$ cat src/rtl/func_arbiter.sv
// func_arbiter: round-robin front end that shares one combinational FUNC
// datapath between N_REQ requesters. A granted request is latched onto the
// FUNC input group for a class-dependent number of cycles. The matching FUNC
// result is then held in a response register under a valid/ready handshake.
module func_arbiter #(
  parameter int N_REQ    = 4,
  parameter int WORD_W   = 16,
  parameter int CARRY_W  = 1,
  parameter int CONF_W   = 4,
  parameter int MULT_LAT = 2,
  parameter int ID_W     = 2
) (
  input  logic                        CLK,
  input  logic                        RST_N,
  input  logic [N_REQ-1:0]            REQ_VALID,
  output logic [N_REQ-1:0]            REQ_READY,
  input  logic [N_REQ*CONF_W-1:0]     REQ_CONF,
  input  logic [N_REQ*2-1:0]          REQ_CLASS,
  input  logic [N_REQ*WORD_W-1:0]     REQ_A,
  input  logic [N_REQ*WORD_W-1:0]     REQ_B,
  input  logic [N_REQ*CARRY_W-1:0]    REQ_C_A,
  input  logic [N_REQ*CARRY_W-1:0]    REQ_C_B,
  output logic [CONF_W-1:0]           FU_CONF_ALU,
  output logic [1:0]                  FU_CLASS,
  output logic [WORD_W-1:0]           FU_A,
  output logic [WORD_W-1:0]           FU_B,
  output logic [CARRY_W-1:0]          FU_C_A,
  output logic [CARRY_W-1:0]          FU_C_B,
  input  logic [WORD_W-1:0]           FU_ADD_SUB_OUT,
  input  logic [WORD_W-1:0]           FU_MULT_OUT,
  input  logic [WORD_W-1:0]           FU_SHIFT_OUT,
  input  logic [WORD_W-1:0]           FU_LOGIC_OUT,
  input  logic [CARRY_W-1:0]          FU_ADD_SUB_OUT_C,
  input  logic [CARRY_W-1:0]          FU_MULT_OUT_C,
  input  logic [CARRY_W-1:0]          FU_SHIFT_OUT_C,
  input  logic [CARRY_W-1:0]          FU_LOGIC_OUT_C,
  output logic                        RSP_VALID,
  input  logic                        RSP_READY,
  output logic [ID_W-1:0]             RSP_ID,
  output logic [WORD_W-1:0]           RSP_DATA,
  output logic [CARRY_W-1:0]          RSP_C,
  output logic                        BUSY
);

  typedef enum logic [1:0] {
    S_IDLE = 2'd0,
    S_EXEC = 2'd1,
    S_RESP = 2'd2
  } state_t;

  localparam logic [1:0] CLS_ADD_SUB = 2'd0;
  localparam logic [1:0] CLS_MULT    = 2'd1;
  localparam logic [1:0] CLS_SHIFT   = 2'd2;
  localparam logic [1:0] CLS_LOGIC   = 2'd3;

  // The counter only has to hold MULT_LAT-1, the longest EXEC extension.
  localparam int             CNT_W    = (MULT_LAT > 1) ? $clog2(MULT_LAT) : 1;
  localparam logic [CNT_W-1:0] MULT_CNT = CNT_W'(MULT_LAT - 1);

  state_t             state;
  state_t             state_nxt;
  logic [ID_W-1:0]    ptr;
  logic [CNT_W-1:0]   cnt;
  logic               grant_any;
  logic [ID_W-1:0]    grant_idx;
  logic               accept;
  logic [1:0]         grant_class;
  logic [WORD_W-1:0]  sel_data;
  logic [CARRY_W-1:0] sel_c;

  // Round-robin search: first valid index strictly after ptr, wrapping.
  // Scanning from the far end down lets the nearest hit win without a break.
  always_comb begin
    // NOTE: every always_comb output gets a default first, so no path can
    // leave it unassigned and infer a latch.
    grant_any = 1'b0;
    grant_idx = '0;
    for (int k = N_REQ; k >= 1; k--) begin
      if (REQ_VALID[(int'(ptr) + k) % N_REQ]) begin
        grant_any = 1'b1;
        grant_idx = ID_W'((int'(ptr) + k) % N_REQ);
      end
    end
  end

  assign accept      = (state == S_IDLE) && grant_any;
  assign grant_class = REQ_CLASS[grant_idx*2 +: 2];

  // Pick the FUNC result that matches the latched operation class.
  always_comb begin
    sel_data = FU_ADD_SUB_OUT;
    sel_c    = FU_ADD_SUB_OUT_C;
    case (FU_CLASS)
      CLS_ADD_SUB: begin sel_data = FU_ADD_SUB_OUT; sel_c = FU_ADD_SUB_OUT_C; end
      CLS_MULT:    begin sel_data = FU_MULT_OUT;    sel_c = FU_MULT_OUT_C;    end
      CLS_SHIFT:   begin sel_data = FU_SHIFT_OUT;   sel_c = FU_SHIFT_OUT_C;   end
      CLS_LOGIC:   begin sel_data = FU_LOGIC_OUT;   sel_c = FU_LOGIC_OUT_C;   end
      default:     begin sel_data = FU_ADD_SUB_OUT; sel_c = FU_ADD_SUB_OUT_C; end
    endcase
  end

  // State register.
  always_ff @(posedge CLK or negedge RST_N) begin
    // NOTE: sequential state uses non-blocking assignments so every flop
    // samples pre-edge values regardless of block ordering.
    if (!RST_N) state <= S_IDLE;
    else        state <= state_nxt;
  end

  // Next-state logic.
  always_comb begin
    state_nxt = state;
    case (state)
      S_IDLE:  if (grant_any)     state_nxt = S_EXEC;
      S_EXEC:  if (cnt == '0)     state_nxt = S_RESP;
      S_RESP:  if (RSP_READY)     state_nxt = S_IDLE;
      default:                    state_nxt = S_IDLE;
    endcase
  end

  // FSM outputs; the grant is withheld while reset is asserted.
  always_comb begin
    REQ_READY = '0;
    if ((state == S_IDLE) && grant_any && RST_N) REQ_READY[grant_idx] = 1'b1;
    RSP_VALID = (state == S_RESP);
    BUSY      = (state != S_IDLE);
  end

  // Operation latch, EXEC counter and response capture. FU_* hold their
  // values outside EXEC so FUNC sees stable inputs until the next grant.
  always_ff @(posedge CLK or negedge RST_N) begin
    if (!RST_N) begin
      ptr         <= ID_W'(N_REQ - 1);
      cnt         <= '0;
      FU_CONF_ALU <= '0;
      FU_CLASS    <= '0;
      FU_A        <= '0;
      FU_B        <= '0;
      FU_C_A      <= '0;
      FU_C_B      <= '0;
      RSP_ID      <= '0;
      RSP_DATA    <= '0;
      RSP_C       <= '0;
    end else if (accept) begin
      ptr         <= grant_idx;
      RSP_ID      <= grant_idx;
      FU_CONF_ALU <= REQ_CONF[grant_idx*CONF_W +: CONF_W];
      FU_CLASS    <= grant_class;
      FU_A        <= REQ_A[grant_idx*WORD_W +: WORD_W];
      FU_B        <= REQ_B[grant_idx*WORD_W +: WORD_W];
      FU_C_A      <= REQ_C_A[grant_idx*CARRY_W +: CARRY_W];
      FU_C_B      <= REQ_C_B[grant_idx*CARRY_W +: CARRY_W];
      cnt         <= (grant_class == CLS_MULT) ? MULT_CNT : '0;
    end else if (state == S_EXEC) begin
      if (cnt != '0) begin
        cnt <= cnt - 1'b1;
      end else begin
        RSP_DATA <= sel_data;
        RSP_C    <= sel_c;
      end
    end
  end

endmodule

$ cat config.mk
export PLATFORM = sky130hd
export DESIGN_NAME = func_arbiter
export DESIGN_NICKNAME = d
export VERILOG_FILES = /design/src/rtl/func_arbiter.sv
export SDC_FILE = /design/constraint.sdc
export NUM_CORES = 1
export LEC_CHECK = 0
export CAP_MARGIN = 20
export CORE_AREA = 2 2 118 120
export DETAILED_ROUTE_END_ITERATION = 10
export DIE_AREA = 0 0 120 122
export GPL_ROUTABILITY_DRIVEN = 1
export PLACE_DENSITY = 0.81
export SLEW_MARGIN = 20
export SYNTH_ARGS = -nofsm -noshare
export SYNTH_HDL_FRONTEND = slang
export SYNTH_SLANG_ARGS = --single-unit
export TNS_END_PERCENT = 20
$ cat constraint.sdc
create_clock -name CLK -period 2.88 [get_ports CLK]
set_clock_uncertainty 0.2 [all_clocks]
set_input_delay 0.576 -clock CLK [delete_from_list [all_inputs] [get_ports CLK]]
set_output_delay 0.576 -clock CLK [all_outputs]
set_load 0.02 [all_outputs]
==> reports/qor.csv <==
stage;metric;value;unit
status;status;complete, no violations;
synth;synthesized instance count;350;
sta;minimum clock period;2.83;ns
floorplan;die area;14600;µm²
synth;sequential-to-total area share from yosys stat;39.7;%
synth;Yosys reg bits;64;
routing;DR pass1 iterations;9;
synth;Syn. warnings;0;
power;leakage power figure;0.00313;µW
grt;initial antenna violation count;0;
critical_path;critical path arrival;2.05;ns
critical_path;R2R Setup Slk;0.29;ns
power;overall power;7070;µW
critical_path;class of the most critical setup path;input pin to output pin;
grt;first-pass GRT wire length;24100;µm
critical_path;FF-to-FF End;FU_A[6]$_DFFE_PN0P_;
cells_and_area;Ant. Diodes;0;
critical_path;Worst EP required;2.10;ns
grt;vias in the first global route;4569;
place;gpl congestion;0.836;
cells_and_area;area grow syn2layout;89.8;%
cells_and_area;area of the multi-input gates;2310;µm²
synth;syn nets;585;
critical_path;crit path launch type;input pin;
cells_and_area;post-route cell area;7670;µm²
cells_and_area;fin util;56.8;%
grt;largest net degree at the start of global routing;85;
cts;CTS Root Cell;clkbuf_16;
cells_and_area;FF/Latch Area;1600;µm²
place;dpl ws;-0.438;ns
floorplan;die height;122;µm
critical_path;r2r worst-path depth;7;
routing;detailed-route DRC error count;0;
routing;wire per inst;19.6;µm
routing;DRT antenna net count;0;
routing;Via-to-Cell Ratio;5.16;
sta;final hold slack;0.285;ns
critical_path;worst r2r src;ptr[1]$_DFFE_PN1P_;
sta;actual slew at the worst max-slew pin;0.710;ns
place;placed cell area;7340;µm²
sta;setup ws final;0.0536;ns
cts;CTS Buffer Depth;2;
sta;final period utilization;98.1;%
cells_and_area;Final nets;888;
sta;endpoints failing hold;0;
job;Max Cap Violations;0;
cells_and_area;fillers;1099;
floorplan;I/O Pins;300;
synth;Mapped Area;4040;µm²
cts;worst skew pair latency;0.32;ns
place;post-DP HPWL;12600;µm
cells_and_area;most common cell after layout, fill and taps aside;clkdlybuf4s50_1;
min_path;hold_sp;FU_A[2]$_DFFE_PN0P_;
cts;clk sink count;64;
sta;Final Max Tran Viols;0;
floorplan;Site Rows;43;
sta;Slew headroom;52.7;%
grt;GRT Total Usage;21.6;%
min_path;Hold Crit Class;flop to flop;
sta;endpoints failing setup;0;
min_path;Hold Path Stages;2;
cells_and_area;share of cells above drive strength 1;20.7;%
critical_path;Max FO, Critical Path;7;
power;PwrDens;921;nW/µm²
min_path;Hold EP;FU_A[2]$_DFFE_PN0P_;
floorplan;die span in x;120;µm
synth;Mean Syn Cell Area;11.6;µm²
synth;Netlist cell types;30;
floorplan;Core ar.;13500;µm²
cts;CTS clk-pin slew, worst paths;0.05;ns
cts;CTS buffer count;9;
cts;H-tree Lvls;3;
power;VDD IR max;0.494;mV
grt;grt ovf;0;
cells_and_area;most frequent cells in the layout;clkdlybuf4s50_1 (292), dfrtp_1 (62), nand2_1 (44);
routing;Iteration-0 DRC Markers;328;
floorplan;Initial Utilization;29.9;%
routing;Post-Route WL;16400;µm
critical_path;Crit. End Element;output pin;
routing;via count;4322;
sta;fmax;0.354;GHz
cts;TritonCTS clock tree;done;
place;I/O Buffers;299;
-- synthesized netlist by cell type (all sizes together) --
cell	number	share of area, %
dfrtp	62	38
mux2	57	19
nand2	44	4.1
o21ai	43	5.3
a222oi	38	9.4
clkbuf	21	1.9
mux4	17	9.5
buf	13	2.4
nor2	11	1.0
a21oi	9	1.2
mux2i	7	1.7
and3	5	0.77
nand2b	3	0.46
a21o	2	0.37
and2	2	0.31
dfstp	2	1.3
inv	2	0.19
nor2b	2	0.31
nor3b	2	0.37
o22ai	2	0.31
o31ai	2	0.37
and2b	1	0.19
o21a	1	0.19
o221ai	1	0.65
or2	1	0.15
-- sequential cells by signal, indices dropped and copies added (netlist names) --
name and cells:
state 2, RSP_C 1, FU_B 16, cnt 1, RSP_ID 2, FU_A 16, FU_CONF_ALU 4, FU_CLASS 2
FU_C_B 1, RSP_DATA 16, FU_C_A 1, ptr 2
-- power by group --
part	total [µW]	switching [µW]	internal [µW]
Clock	991	392	599
Combinational	4380	2090	2290
Sequential	1700	328	1370
Total	7070	2810	4260
-- repair_timing --
item	4_1_cts	5_1_grt
endpoints found under the hold margin	9	0
buffers inserted	0	2
hold buffers	1	0
pin swaps	0	10
resized for setup	13	11
setup endpoints to repair	4	36
-- per-layer routing --
metal  wire length (µm)  track usage [%]  up-vias
li1                   -                -     1976
met1               5970             23.5     2050
met2               8520             39.1      269
met3               1610             6.65       27
met4                323             8.46        0
met5                  0                0        -
-- through the flow --
step | std cells | TNS (ns)
2_1_floorplan | 350 | 0
3_3_place_gp | 819 | -9.00
3_5_place_dp | 819 | -11.47
4_1_cts | 836 | 0
5_1_grt | 838 | -0.0189
6_report | 838 | 0
-- critical path, cell delays in order --
cell and delay, ns:
clkdlybuf4s50_1 0.51, buf_6 0.15, nor2b_4 0.17, o21ai_1 0.07, and3_1 0.17, and3_1 0.16, clkdlybuf4s15_2 0.25
-- cells by family after synthesis --
kind of cell	Yosys count	share of synthesized area (%)
buffers and inverters	36	4.49
and+or+nand+nor	71	7.68
DFF	64	39.7
muxes	81	30.3
AOI/OAI and AO/OA	98	17.8
-- worst max-delay path by stage --
| stage | depth (start not counted) | endpoint | start |
|---|---|---|---|
| 6_report | 7 | REQ_READY[2] | REQ_VALID[3] |
| 3_3_place_gp | 7 | REQ_READY[0] | REQ_VALID[3] |
| 3_5_place_dp | 7 | REQ_READY[0] | REQ_VALID[3] |
| 4_1_cts | 7 | REQ_READY[3] | REQ_VALID[3] |
| 2_1_floorplan | 7 | REQ_READY[0] | REQ_VALID[3] |
| 5_1_grt | 8 | REQ_READY[1] | REQ_VALID[3] |
-- layout make-up --
type / instances / area share (%)
Inverter: 2 / 0.0978
Timing Repair Buffer: 326 / 42.4
Clock buffer: 10 / 3.11
Sequential cell: 64 / 20.9
Multi-Input combinational cell: 250 / 30.1
Clock inverter: 6 / 0.456
Tap cell: 180 / 2.93
(Power assumes the default switching activity.)
==> patch 1 (config.mk and constraints unchanged) <==
`MULT_LAT`: 2 -> 4.
--- a/src/rtl/func_arbiter.sv
+++ b/src/rtl/func_arbiter.sv
@@ -7,7 +7,7 @@
   parameter int WORD_W   = 16,
   parameter int CARRY_W  = 1,
   parameter int CONF_W   = 4,
-  parameter int MULT_LAT = 2,
+  parameter int MULT_LAT = 4,
   parameter int ID_W     = 2
 ) (
   input  logic                        CLK,
Behaviour: not the same (Yosys sat finds a counterexample within 4 cycles, from zero or initial values and one cycle with RST_N low).
==> patch 1 against the unedited design <==
Area after synthesis fell by 3.7%. Wire length fell by 5.1%. Hold slack got worse by 0.0091 ns. Largest power group unchanged. Highest routed layer unchanged. Synthesized cell count rose by 0.86%. Critical path depth rose by 3. Worst setup slack improved by 0.012 ns. Power fell by 2.5%. Cell area fell by 1.2%. Sequential cell count rose by 1.
==> patch 1: results (changes against the unedited design) <==
Final layout
  • # nets final: 899 (+1.2%)
  • Ratio of cells with drive above 1 in the final layout: 0.151 (-0.0555)
  • Fill count: 1147 (+4.4%)
  • Register area: 1630 um^2 (+1.6%)

Setup path
  • Critical path launch point: REQ_VALID[2]
  • R2R Setup Slk: 0.31 ns (+0.02 ns)
  • R2R depth: 8 (+1)
  • RR Endpoint: FU_A[5]
  • Maximum fanout along the worst path: 9 (+2)
  • WP data arrival: 2.81 ns (+0.76 ns)

Routing
  • Via/cell ratio: 5.14 (-0.33%)
  • Pre-antenna DRT Iters: 8 (-1)
  • DR iter-0 viols: 280 (-15%)

Power and ir drop
  • Max VDD drop: 0.000397 V (-20%)
  • Leakage: 3.03 nW (-3.2%)

Global route
  • GRT Total Usage: 0.204 (-0.0124)
  • Vias in the first global route: 4592 (+0.50%)

Worst hold path
  • Worst min path class: input pin to asynchronous set/reset pin

Clock network
  • Clk pin slew, worst setup/hold paths: 0.05 ns (about the same)

Place
  • Post-DP HPWL: 12.1 mm (-3.8%)
  • Gpl congestion: 0.964 (+15%)

Synth
  • Top cells by area, synth: dfrtp_1, mux2_1, mux4_2
  • Sequential-to-total area share from yosys stat: 0.419 (+0.0217)
  • Post-synth cell types: 36 (+20%)

Timing
  • Worst hold margin: 0.275 ns (-0.00905 ns)
  • Rel. slew slack: 0.446 (-0.0806)

Run status
  • Status: complete, no violations
[patch 1: worst max path at each step]
stage / endpoint / slack, ns / depth (start not counted)
floorplan: REQ_READY[0] / 0.14 / 7
global placement: REQ_READY[0] / -0.34 / 7
detailed placement: REQ_READY[0] / -0.34 / 9
CTS: FU_A[0] / -0.007 / 10
global route: FU_A[0] / -0.05 / 10
finish: FU_B[1] / 0.07 / 10
[patch 1: area by class of cell]
class,count,share of cell area
multi-input cells,252,0.284
clock inverters,2,0.00462
flip-flops and latches,65,0.215
clock buffers,14,0.0361
inverters,5,0.00247
repair buffers,330,0.428
well taps,180,0.0297
[patch 1: routing by layer]
layer | track usage | vias to the layer above | wire length (um)
li1 | - | 2008 | -
met1 | 0.224 | 2092 | 5700
met2 | 0.374 | 228 | 8230
met3 | 0.0473 | 31 | 1270
met4 | 0.0882 | 0 | 374
met5 | 0 | - | 0
[patch 1: per-stage QoR]
step                cells  worst slack, ns
detailed placement    829           -0.344
global placement      829           -0.340
finish                848           0.0660
global route          848          -0.0502
floorplan             353            0.141
CTS                   845         -0.00729
[patch 1: kinds of logic after synthesis]
family          Yosys count  share of synthesized area
mux                      76                      0.268
simple gates             70                     0.0813
buf+inv                  36                     0.0373
compound gates          105                      0.192
fa+ha+maj                 1                    0.00321
flops                    65                      0.419
[patch 1: repair_timing]
item	in CTS	in global routing
buffers inserted	0	2
gates cloned	0	1
setup endpoints to repair	4	40
resized for setup	11	10
pin swaps	0	6
[patch 1: critical path, stage by stage]
cell and delay, ns:
clkdlybuf4s50_1 0.51, buf_4 0.15, nand2b_1 0.14, a21oi_2 0.09, nor3_4 0.22, buf_6 0.15, buf_4 0.18, mux2_1 0.33
a222oi_1 0.33, o21ai_0 0.13
[patch 1: where the power goes]
part / switching, W / internal (W) / total, W / leakage, nW
logic: 0.00203 / 0.00211 / 0.00414 / 2.09
clock network: 0.000373 / 0.000740 / 0.00111 / 0.153
registers: 0.000256 / 0.00139 / 0.00164 / 0.789
total: 0.00266 / 0.00423 / 0.00689 / 3.03
==> patch 2 (config.mk and constraints unchanged) <==
Made on the original files. Add an input register stage for `REQ_CONF`; this delays it by one clock. The other inputs are not delayed to match.
--- a/src/rtl/func_arbiter.sv
+++ b/src/rtl/func_arbiter.sv
@@ -56,6 +56,12 @@
   // The counter only has to hold MULT_LAT-1, the longest EXEC extension.
   localparam int             CNT_W    = (MULT_LAT > 1) ? $clog2(MULT_LAT) : 1;
   localparam logic [CNT_W-1:0] MULT_CNT = CNT_W'(MULT_LAT - 1);
+
+  logic [N_REQ*CONF_W-1:0] REQ_CONF_q;
+
+  always_ff @(posedge CLK) begin
+    REQ_CONF_q <= REQ_CONF;
+  end
 
   state_t             state;
   state_t             state_nxt;
@@ -144,7 +150,7 @@
     end else if (accept) begin
       ptr         <= grant_idx;
       RSP_ID      <= grant_idx;
-      FU_CONF_ALU <= REQ_CONF[grant_idx*CONF_W +: CONF_W];
+      FU_CONF_ALU <= REQ_CONF_q[grant_idx*CONF_W +: CONF_W];
       FU_CLASS    <= grant_class;
       FU_A        <= REQ_A[grant_idx*WORD_W +: WORD_W];
       FU_B        <= REQ_B[grant_idx*WORD_W +: WORD_W];
Function: changed (a bounded check fails within 4 cycles, from zero or initial values and one cycle with RST_N low).
==> patch 2 against the unedited design <==
Sequential cell count rose by 16. Cell area rose by 6.5%. Power rose by 13%. Area after synthesis rose by 12%. Worst setup slack improved by 0.079 ns. Global-route usage rose by 3.0 points. Wire length rose by 11%. Hold slack got worse by 0.0016 ns. Critical endpoint is now REQ_READY[3].
==> patch 2: results (changes against the unedited design) <==
Run status
  • Status: complete, no violations

Global route
  • M1 GR Usage: 0.279 (+0.0432)
  • Largest net degree at the start of global routing: 63 (-26%)
  • GRT Total Usage: 0.246 (+0.0299)
  • Vias in the first global route: 5234 (+15%)

Power and ir drop
  • P_comb: 0.00474 W (+8.2%)
  • Net Sw Frac: 0.404 (+0.00717)
  • Max VDD drop: 0.000350 V (-29%)

Clock network
  • Clk pin slew, worst setup/hold paths: 0.07 ns (+0.02 ns)
  • Clock Latency Late Sink: 0.34 ns (+0.02 ns)

Setup path
  • R2R Setup Slk: 0.56 ns (+0.27 ns)
  • Maximum fanout along the worst path: 5 (-2)
  • WP data arrival: 1.97 ns (-0.08 ns)
  • RR Endpoint: FU_A[7]
  • Critical Path End: REQ_READY[3]

Routing
  • Met2 WL: 9.36 mm (+9.9%)
  • Wl on met1: 6.59 mm (+10%)
  • Total Routed Length: 18.2 mm (+11%)
  • Via/cell ratio: 5.47 (+6.0%)

Synth
  • Multiplexer area fraction after synthesis: 0.171 (-0.132)
  • Post-synth cell types: 39 (+30%)
  • Top cells by area, synth: dfrtp_1, mux4_2, mux2_2
  • Leading cell types by count after synthesis: dfrtp_1, nor2_1, a21oi_1

Final layout
  • Finished Layout Cells: 917 (+9.4%)

Place
  • Post-DP HPWL: 13.7 mm (+9.3%)
  • Gpl congestion: 0.839 (+0.38%)
  • Placed Cells incl. Taps: 900 (+9.9%)
  • Placement Cell Area: 7810 um^2 (+6.4%)
## patch 2: cell count changes after synthesis, moves of 25 or more
| cell | delta |
|---|---|
| a221oi_1 | +38 |
| a222oi_1 | -38 |
| nor2_1 | +37 |
| a21oi_1 | +35 |
| mux2_4 | -35 |
| o21ai_1 | -35 |
| o311a_1 | +26 |
| a31oi_1 | +25 |
## patch 2: metrics by stage
stage | util | total power (W) | TNS, ns | worst slack (ns) | hold slack (ns)
after floorplan | - | 0.00465 | 0 | 0.255 | 0.0804
after global placement | 0.578 | 0.00651 | -1.38 | -0.351 | 0.189
after detailed placement | 0.578 | 0.00664 | -3.56 | -0.380 | 0.192
after CTS | 0.604 | 0.00797 | -0.0181 | -0.0181 | 0.290
after global routing | 0.605 | 0.00843 | 0 | 0.0584 | 0.316
final | 0.605 | 0.00796 | 0 | 0.133 | 0.283
## patch 2: final cells by class
cell class | instances | share of cell area
timing repair buffer | 334 | 0.405
multi-input combinational | 303 | 0.289
sequential | 80 | 0.235
clock buffer | 11 | 0.0337
tap | 180 | 0.0276
clock inverter | 5 | 0.00796
inverter | 4 | 0.00184
## patch 2: what timing repair did
item	CTS	global route
setup endpoints to repair	4	3
hold endpoints to repair	1	0
hold buffers	1	0
resized for setup	5	9
## patch 2: worst max-delay path, cell delays in order
cell and delay [ns]:
dlygate4sd2_1 0.28, or2b_1 0.28, a211oi_1 0.25, nor2_1 0.09
and3_1 0.18, clkdlybuf4s15_1 0.31
## patch 2: logic make-up (layout without fill, tap and decap cells)
group	count (synthesis)	after routing
DFF	80	80
buffers and inverters	49	354
and+or+nand+nor	102	102
muxes	52	52
AOI/OAI and AO/OA	149	149
